$ cat src/rtl/rca_word_sequencer.sv
// rca_word_sequencer: adds two N*WORDS-bit operands on one shared N-bit ripple-carry slice, one word per cycle
module rca #(
  parameter int N = 8
) (
  input  logic [N-1:0] a,
  input  logic [N-1:0] b,
  input  logic         cin,
  output logic [N-1:0] sum,
  output logic         cout
);
  logic [N:0] c;
  assign c[0] = cin;
  assign cout = c[N];
  for (genvar g = 0; g < N; g++) begin : g_bit
    assign sum[g]  = a[g] ^ b[g] ^ c[g];
    assign c[g+1] = (a[g] & b[g]) | (c[g] & (a[g] ^ b[g]));
  end
endmodule

module rca_word_sequencer #(
  parameter int N = 8,
  parameter int WORDS = 4,
  localparam int W = N * WORDS,
  localparam int IW = WORDS > 1 ? $clog2(WORDS) : 1
) (
  input  logic         clk,
  input  logic         rst_n,
  input  logic         start_valid,
  output logic         start_ready,
  input  logic [W-1:0] A_in,
  input  logic [W-1:0] B_in,
  input  logic         Cin,
  output logic [W-1:0] Sum_out,
  output logic         Cout_out,
  output logic         done_valid,
  input  logic         done_ready,
  output logic         busy
);
  typedef enum logic [1:0] {IDLE, RUN, DONE} state_t;
  state_t state, next;
  logic [W-1:0] a_q, b_q;
  logic carry_q;
  logic [IW-1:0] idx;
  logic [N-1:0] s;
  logic co;
  logic last;
  assign last = idx == IW'(WORDS - 1);
  rca #(.N(N)) u_rca (
    .a(a_q[N*idx +: N]),
    .b(b_q[N*idx +: N]),
    .cin(carry_q),
    .sum(s),
    .cout(co)
  );
  assign start_ready = state == IDLE;
  assign busy = state == RUN;
  assign done_valid = state == DONE;
  always_ff @(posedge clk) state <= !rst_n ? IDLE : next;
  always_comb begin
    next = state;
    next = state == IDLE ? (start_valid ? RUN : IDLE)
         : state == RUN  ? (last ? DONE : RUN)
         : (done_ready ? IDLE : DONE);
  end
  // Operands latch only on accept, so producer activity during RUN/DONE cannot disturb the result
  always_ff @(posedge clk) begin
    if (!rst_n) begin
      a_q <= '0;
      b_q <= '0;
      carry_q <= 1'b0;
      idx <= '0;
      Sum_out <= '0;
      Cout_out <= 1'b0;
    end else if (state == IDLE && start_valid) begin
      a_q <= A_in;
      b_q <= B_in;
      carry_q <= Cin;
      idx <= '0;
      Sum_out <= '0;
    end else if (state == RUN) begin
      Sum_out[N*idx +: N] <= s;
      carry_q <= co;
      if (last) Cout_out <= co;
      else idx <= idx + 1'b1;
    end
  end
endmodule

$ cat config.mk
export PLATFORM = sky130hd
export DESIGN_NAME = rca_word_sequencer
export DESIGN_NICKNAME = d
export VERILOG_FILES = /design/src/rtl/rca_word_sequencer.sv
export SDC_FILE = /design/constraint.sdc
export NUM_CORES = 1
export LEC_CHECK = 0
export ABC_AREA = 1
export BUFFER_PORTS_ARGS = -buffer_cell sky130_fd_sc_hd__buf_2
export CELL_PAD_IN_SITES_DETAIL_PLACEMENT = 0
export CELL_PAD_IN_SITES_GLOBAL_PLACEMENT = 1
export CORE_UTILIZATION = 41
export CTS_BUF_LIST = sky130_fd_sc_hd__clkbuf_16
export DETAILED_ROUTE_END_ITERATION = 8
export MAX_ROUTING_LAYER = met4
export PLACE_DENSITY_LB_ADDON = 0.1
export SYNTH_ARGS = -nofsm -noshare
export SYNTH_HDL_FRONTEND = slang
export SYNTH_SLANG_ARGS = --single-unit
export TNS_END_PERCENT = 1
$ cat constraint.sdc
create_clock -name clk -period 7 [get_ports clk]
set_clock_uncertainty 0.15 [all_clocks]
set_input_delay 0.35 -clock clk [delete_from_list [all_inputs] [get_ports clk]]
set_output_delay 0.35 -clock clk [all_outputs]
set_load 0.02 [all_outputs]
# After elaboration in Yosys (flattened, before gate mapping)
# Index checks and enable logic that the tools add are counted.
[word_totals]
regBits = 102
inputBits = 69
out_inout_bits = 36
[op_classes]
add_sub_neg = 2
n_eq_ne = 3
shift = 4
muxes = 8
n_bitwise = 43
n_reduce_logical = 6
[op_table]
columns = ["cell", "n"]
rows = [
  ["$shiftx A32 B6 Y8", 2],
  ["$neg A5 Y34", 1],
  ["$shift A8 B34 Y32 const A", 1],
  ["$shiftx A8 B34 Y32", 1],
  ["$bwmux W32", 1],
  ["$and A1 B1 Y1", 16],
  ["$xor A1 B1 Y1", 16],
  ["$mux W2", 4],
  ["$or A1 B1 Y1", 8],
  ["$eq A2 B2 Y1 const B", 2],
  ["$mux W1", 3],
  ["$not A1 Y1", 3],
  ["$reduce_and A3 Y1", 1],
  ["$add A2 B1 Y2 const B", 1],
  ["$eq A2 B1 Y1 const B", 1],
  ["$logic_not A2 Y1", 1],
  ["$reduce_and A2 Y1", 1],
  ["$reduce_bool A2 Y1", 1],
  ["$reduce_or A2 Y1", 1],
  ["$logic_and A1 B1 Y1", 1],
]

# Logic depth before layout (Yosys ltp)
# Gate-level depths: netlist of the first run.
[logic_depth]
word_depth = 20
ltp_mapped = 21
mapped_depth_nobuf = 19

# Hierarchy
# Synthesis of the first run repeated with hierarchy kept, for this count alone.
[unflattened]
hier_cells = 600
hier_area_um2 = 4594.4
[by_module_without_submodules]
columns = ["module", "n_inst", "cells_per_inst", "area_each_um2", "seq_area_each_um2"]
rows = [
  ["rca_word_sequencer", 1, 582, 4396.7, 2042.0],
  ["rca", 1, 18, 197.7, 0.0],
]

# Worst setup path before layout of the first run
# Ideal clock, no wire load.
[synth_timing]
path_type = "reg-to-reg"
from = "reg idx[0]"
to = "reg Sum_out[15]"
setup_ns = 0.120
t_arrival_ns = 4.237
setup_slack_ns = 2.493
stages_incl_launch_ff = 21
n_path_buf = 2
synth_period_minus_slack_ns = 4.507
cell_sequence = "dfxtp_1 > buf_2 > clkbuf_1 > nand2_1 > o21ai_0 > a21oi_1 > fa_1 > fa_1 > fa_1 > fa_1 > inv_1 > fa_1 > inv_1 > fa_1 > fa_1 > inv_1 > fa_1 > nand2_1 > nor2_1 > nand2_1 > a21oi_1"
[synth_between]
elab_chain_len = 19
elab_cells_between_ends = 43
[synth_rtl]
columns = ["item", "line", "source"]
rows = [
  ["start, declared", "43", "logic [IW-1:0] idx;"],
  ["start signal, assigned", "84", "else idx <= idx + 1'b1;"],
  ["$shiftx A32 B6 Y8, on equally long branches", "49, 50", ""],
  ["$xor A1 B1 Y1", "15, 16", ""],
  ["$and A1 B1 Y1", "16", "assign c[g+1] = (a[g] & b[g]) | (c[g] & (a[g] ^ b[g]));"],
  ["$or A1 B1 Y1", "16", ""],
  ["$and A1 B1 Y1", "16", ""],
  ["$or A1 B1 Y1", "16", ""],
  ["$and A1 B1 Y1", "16", ""],
  ["$or A1 B1 Y1", "16", ""],
  ["[3 not listed]", "-", ""],
  ["$or A1 B1 Y1", "16", ""],
  ["$and A1 B1 Y1", "16", ""],
  ["$or A1 B1 Y1", "16", ""],
  ["$and A1 B1 Y1", "16", ""],
  ["$or A1 B1 Y1", "16", ""],
  ["$xor A1 B1 Y1", "15", "assign sum[g] = a[g] ^ b[g] ^ c[g];"],
  ["$shiftx A8 B34 Y32", "81", "Sum_out[N*idx +: N] <= s;"],
  ["$bwmux W32 *", "81", ""],
  ["end signal, assigned by index", "81", ""],
  ["end, declared", "33", "output logic [W-1:0] Sum_out,"],
]
# Every way passes the cells marked *; elsewhere a longest branch is shown, timed or not.
# A chain may end at the register's enable or synchronous reset.

# Worst setup path in the final report of the first run
[layout_timing]
from = "reg idx[0]"
to = "reg Sum_out[31]"
# The elaborated chain is that of the path after synthesis.

==> results of run 1 <==
## flip-flops by register name, summed over array words and instances (netlist names)
name / cells
Cout_out: 1
state: 2
carry_q: 1
b_q: 32
idx: 2
a_q: 32
Sum_out: 32
## worst max-delay path, delay by kind of cell (launching register included)
| family | cells | cell delay, ns |
|---|---|---|
| adder cells (fa/ha/maj) | 8 | 2.95 |
| flip-flops | 1 | 0.75 |
| buffers and inverters | 4 | 0.59 |
| AND/OR/NAND/NOR | 4 | 0.39 |
| AO/OA/AOI/OAI | 3 | 0.22 |
## per-layer routing
| metal | vias up | part of all wire | global-route usage |
|---|---|---|---|
| met5 | - | 0 | - |
| met1 | 1854 | 0.50 | 0.295 |
| met2 | 102 | 0.44 | 0.327 |
| met3 | 18 | 0.040 | 0.0307 |
| met4 | 0 | 0.022 | 0.0764 |
| li1 | 2155 | - | - |
## cell usage after synthesis
| library cell | n | share of area |
|---|---|---|
| fa_1 | 8 | 0.036 |
| buf_4 | 1 | 0.0017 |
| o22ai_1 | 4 | 0.0056 |
| o21ai_0 | 107 | 0.12 |
| nor2_2 | 1 | 0.0014 |
| inv_2 | 1 | 0.00084 |
| nand2_2 | 2 | 0.0028 |
| nor2_1 | 162 | 0.14 |
| nand2_4 | 1 | 0.0025 |
| dfxtp_1 | 102 | 0.46 |
| nand3_2 | 2 | 0.0045 |
| ha_1 | 6 | 0.017 |
| nand2_1 | 62 | 0.052 |
| inv_1 | 32 | 0.027 |
| buf_6 | 2 | 0.0050 |
| nor2_4 | 3 | 0.0076 |
| buf_1 | 2 | 0.0017 |
| nand3_1 | 13 | 0.015 |
| buf_2 | 13 | 0.015 |
| nor3_1 | 7 | 0.0078 |
| clkinv_1 | 1 | 0.00084 |
| clkbuf_1 | 17 | 0.014 |
| o21ai_1 | 2 | 0.0022 |
| a21oi_1 | 60 | 0.067 |
## final cells by class
class | instances | area [um2] | area share
sequential | 102 | 2040 | 0.384
clock inverter | 4 | 75.1 | 0.0141
timing repair buffer | 108 | 551 | 0.103
tap | 136 | 170 | 0.0320
clock buffer | 9 | 225 | 0.0423
multi-input combinational | 440 | 2130 | 0.400
inverter | 34 | 128 | 0.0240
## metrics by stage
| stage | power, mW | hold slack [ns] | setup slack (ns) | area, um2 |
|---|---|---|---|---|
| after floorplan | 0.819 | 0.274 | 2.49 | 4470 |
| after detailed placement | 0.896 | 0.296 | 1.90 | 5020 |
| after global placement | 0.893 | 0.290 | 2.00 | 5020 |
| after global routing | 1.47 | 0.0410 | 1.40 | 5320 |
| final | 1.40 | 0.0379 | 1.81 | 5320 |
| after CTS | 1.41 | 0.0319 | 1.85 | 5320 |
## cell usage in the layout (no fill, tap or decap), types with 3 or more instances in the layout
cell type  netlist  layout
nor2_1         162     162
o21ai_0        107     107
buf_2           13     104
dfxtp_1        102     102
nand2_1         62      62
a21oi_1         60      60
inv_1           32      32
nand3_1         13      13
clkbuf_16        0       9
fa_1             8       8
nor3_1           7       7
ha_1             6       6
o22ai_1          4       4
buf_4            1       4
nor2_4           3       3
## worst paths after layout
check | start | endpoint | slack [ns] | depth (start not counted)
max | idx[0]$_SDFFE_PP0P_ | Sum_out[31]$_SDFFE_PP0P_ | 1.81 | 19
min | done_ready | state[1]$_SDFF_PP0_ | 0.04 | 2
max reg2reg | idx[0]$_SDFFE_PP0P_ | Sum_out[31]$_SDFFE_PP0P_ | 1.81 | 19
min reg2reg | b_q[3]$_SDFFE_PN0P_ | b_q[3]$_SDFFE_PN0P_ | 0.30 | 2
## power by group
| part | switching, mW | internal, mW |
|---|---|---|
| registers | 0.0279 | 0.623 |
| clock network | 0.208 | 0.307 |
| logic | 0.150 | 0.0813 |
## kinds of logic after synthesis
family                   synth area share
adder cells (fa/ha/maj)            0.0527
buffers and inverters              0.0658
AO/OA/AOI/OAI                       0.195
AND/OR/NAND/NOR                     0.229
flip-flops                          0.457
==> results.ini, run 1 <==
[worst_setup_path]
startpoint_type = flip-flop
crit_chain = buf_4 -> o21ai_0 -> nor2_1 -> a21oi_1 -> fa_1 -> fa_1 -> fa_1 -> fa_1 -> inv_1 -> fa_1 -> inv_1 -> fa_1 -> fa_1 -> inv_1 -> fa_1 -> nand2_1 -> nor2_1 -> nand2_1 -> a21oi_1
slowest_delay_ns = 0.75
crit_path_frequent_cell = fa_1
worstPathArrival_ns = 5.25
cp_max_fo = 26
endpoint_kind = flip-flop
cpMaxStageDelayCell = dfxtp_1
cp.required_ns = 7.06
worstSetupPathType = flip-flop to flip-flop

[clocking]
clk_pin_slew_ns = 0.07
cts_hold_buffers = 0
cts_tree = built
h-tree-depth = 3
cts_buffer_depth = 2
clock_latency_ns = 0.33
cts_resized = 0
cts_sinks = 102
postCtsSetupBuffers = 0
cts_buffers = 9
root_buffer = clkbuf_16

[floorplan]
die-area_um2 = 11300
rows = 37
core-area_um2 = 10500
initial_core_util = 0.427
die_w_um = 106
dieHeight_um = 106
pin_count = 105

[timing]
setup_viol = 0
slew_headroom = 0.423
rsz0062_at_grt = false
fin_tns_setup_ns = 0
drv_slew = 0
period_minus_slack_ns = 5.19
max_freq_ghz = 0.193
tightest_slew_ns = 0.864
hold_viol = 0
min_period_over_period = 0.741

[synth]
avgSynthCellArea_um2 = 7.31
ys_seq_elements = 102
yosys_warnings = 0
netlist_area_um2 = 4470
synth_fp_nets = 694
synth_cells = 611
yosys.cell_types.count = 24
ys_seq_area_frac = 0.457

[pwr]
peakVddDrop_v = 0.000139
cellLeakagePower_nw = 2.29
p_per_area_nw_per_um2 = 263

[grt]
grtUsageTotal = 0.217
antenna_found_initial = 0
grt_start_max_net_pins = 80
grt_overflow = 0
grt_pass1_vias = 3805
grt_pass1_wl_um = 18800

[route]
drc = 0
postRouteAntennaNets = 0
wl_per_cell_um = 13.8
drt_wl_total_um = 11500
drtPass1Iterations = 5
drt_iter0_markers = 166
viasPerCell = 4.96
vias = 4129

[placement]
place_inst = 820
dp_hpwl_um = 8170
port_buffers = 104
place_congestion = 0.838

[layout]
fillers = 1104
num_antenna_cells = 0
post-route-util = 0.509
layout-drive-gt1-share = 0.188
fin_cells = 833
finalNetCount = 778
syn2layout_area_growth_pct = 19.1

[run_status]
outcome = completed

[run]
drv_cap = 0

[min_path]
hp-class = input pin to flip-flop

(Power assumes the default switching activity.)
==> run 2: changes to the inputs <==
--- a/config.mk
+++ b/config.mk
@@ -9,7 +9,7 @@
 export BUFFER_PORTS_ARGS = -buffer_cell sky130_fd_sc_hd__buf_2
 export CELL_PAD_IN_SITES_DETAIL_PLACEMENT = 0
 export CELL_PAD_IN_SITES_GLOBAL_PLACEMENT = 1
-export CORE_UTILIZATION = 41
+export CORE_UTILIZATION = 38
 export CTS_BUF_LIST = sky130_fd_sc_hd__clkbuf_16
 export DETAILED_ROUTE_END_ITERATION = 8
 export MAX_ROUTING_LAYER = met4
==> constraint.sdc (replaced) <==
create_clock -name clk -period 5.13 [get_ports clk]
set_clock_uncertainty 0.15 [all_clocks]
set_input_delay 0.2565 -clock clk [delete_from_list [all_inputs] [get_ports clk]]
set_output_delay 0.2565 -clock clk [all_outputs]
set_load 0.02 [all_outputs]
==> run 2 against run 1 <==
Worst setup slack got worse by 1.4 ns. Maximum frequency is 9.1% higher. Design area barely moved. Combinational power up 37%. Via count down 0.56%. Final cell count grew 1.6%. Clock power rose by 15%. Critical path depth is 1 lower. First-iteration DRC count is 24% higher. Worst hold slack lost 0.033 ns. Largest power group unchanged.
==> results.ini, run 2 (synthesis gave the netlist of run 1 again) <==
[worst_setup_path]
cp_max_fo = 21
worstPathArrival_ns = 4.79
endpoint_kind = flip-flop
cpMaxStageDelayCell = dfxtp_1
cp.required_ns = 5.16
crit_chain = buf_4 -> o21ai_0 -> a21oi_1 -> fa_1 -> fa_1 -> fa_1 -> fa_1 -> inv_1 -> fa_1 -> inv_1 -> fa_1 -> fa_1 -> inv_1 -> fa_1 -> nand2_1 -> nor2_1 -> nand2_1 -> a21oi_1
worstSetupPathType = flip-flop to flip-flop
slowest_delay_ns = 0.46
startpoint_type = flip-flop
crit_path_frequent_cell = fa_1

[pwr]
cellLeakagePower_nw = 2.30
peakVddDrop_v = 0.000155
p_per_area_nw_per_um2 = 338
p_total_mw = 1.80

[floorplan]
pin_count = 105
core-area_um2 = 11400
initial_core_util = 0.391
dieHeight_um = 110
die_w_um = 110
die-area_um2 = 12200
rows = 39

[layout]
reg_top3 = Sum_out (32), a_q (32), b_q (32)
syn2layout_area_growth_pct = 19.1
final-seq-area_um2 = 2040
layout_common_cells = nor2_1, o21ai_0, buf_2, dfxtp_1, nand2_1
final_area_um2 = 5320
layout-drive-gt1-share = 0.188
num_antenna_cells = 0
finalNetCount = 783
fillers = 1234
mostFrequentLayoutCell = nor2_1
multiInputGateArea_um2 = 2130

[timing]
worst_slack_ns = 0.376
setup_viol = 0
hold_viol = 0
drv_slew = 0
slew_headroom = 0.290
rsz0062_at_grt = false
fin_tns_setup_ns = 0
max_freq_ghz = 0.210
timing.hold.ws_ns = 0.00528
min_period_over_period = 0.927
period_minus_slack_ns = 4.75
tightest_slew_ns = 1.06

[route]
viasPerCell = 4.85
wl_per_cell_um = 13.9
postRouteAntennaNets = 0
drtPass1Iterations = 4
drc = 0
drt_wl_total_um = 11800
vias = 4106
drt_iter0_markers = 206

[min_path]
hp-class = input pin to flip-flop

[clocking]
postCtsSetupBuffers = 0
cts_buffer_depth = 2
clock_latency_ns = 0.34
cts_tree = built
cts_sinks = 102
clk_pin_slew_ns = 0.07
cts_buffers = 9
h-tree-depth = 3
root_buffer = clkbuf_16
cts_resized = 0

[placement]
place_congestion = 0.830
port_buffers = 104
placed_cell_area_um2 = 5050
dp_slack_ns = 0.431
dp_hpwl_um = 8620

[grt]
grtUsageTotal = 0.204
grt_pass1_wl_um = 19200
grt_start_max_net_pins = 80
grt_overflow = 0
grt_pass1_vias = 3909
antenna_found_initial = 0

[run]
drv_cap = 0

[run_status]
outcome = completed

run 2: layout make-up:
class / instances / area share
multi-input combinational: 440 / 0.401
sequential: 102 / 0.384
clock inverter: 5 / 0.00400
tap: 143 / 0.0336
timing repair buffer: 113 / 0.112
clock buffer: 9 / 0.0423
inverter: 34 / 0.0240
run 2: where the power goes:
part | switching [mW] | internal, mW
clock network | 0.278 | 0.317
registers | 0.0363 | 0.851
logic | 0.204 | 0.113
run 2: timing repair:
item | in CTS | in global routing
hold buffers | 2 | 0
endpoints found under the setup margin | 0 | 0
hold endpoints to repair | 2 | 0
run 2: routing by layer:
metal / global-route usage / share of wire / vias up
met3: 0.0263 / 0.035 / 19
li1: - / - / 2155
met4: 0.0978 / 0.027 / 0
met1: 0.258 / 0.47 / 1829
met2: 0.323 / 0.47 / 103
met5: - / 0 / -
run 2: worst paths after layout:
check | startpoint | end | slack, ns | cells past startpoint
max | idx[0]$_SDFFE_PP0P_ | Sum_out[15]$_SDFFE_PP0P_ | 0.38 | 18
max reg2reg | idx[0]$_SDFFE_PP0P_ | Sum_out[15]$_SDFFE_PP0P_ | 0.38 | 18
min reg2reg | a_q[0]$_SDFFE_PN0P_ | a_q[0]$_SDFFE_PN0P_ | 0.30 | 2
min | A_in[18] | a_q[18]$_SDFFE_PN0P_ | 0.005 | 3
run 2: through the flow:
step / cells / util
finish: 846 / 0.466
global route: 846 / 0.466
CTS: 846 / 0.466
detailed placement: 830 / 0.442
global placement: 830 / 0.442
floorplan: 611 / -
run 2: critical path, delay by kind of cell (launching register included):
family,cells,cell delay [ns]
adder cells (fa/ha/maj),8,2.91
buffers and inverters,4,0.48
AND/OR/NAND/NOR,3,0.25
flip-flops,1,0.46
AO/OA/AOI/OAI,3,0.33
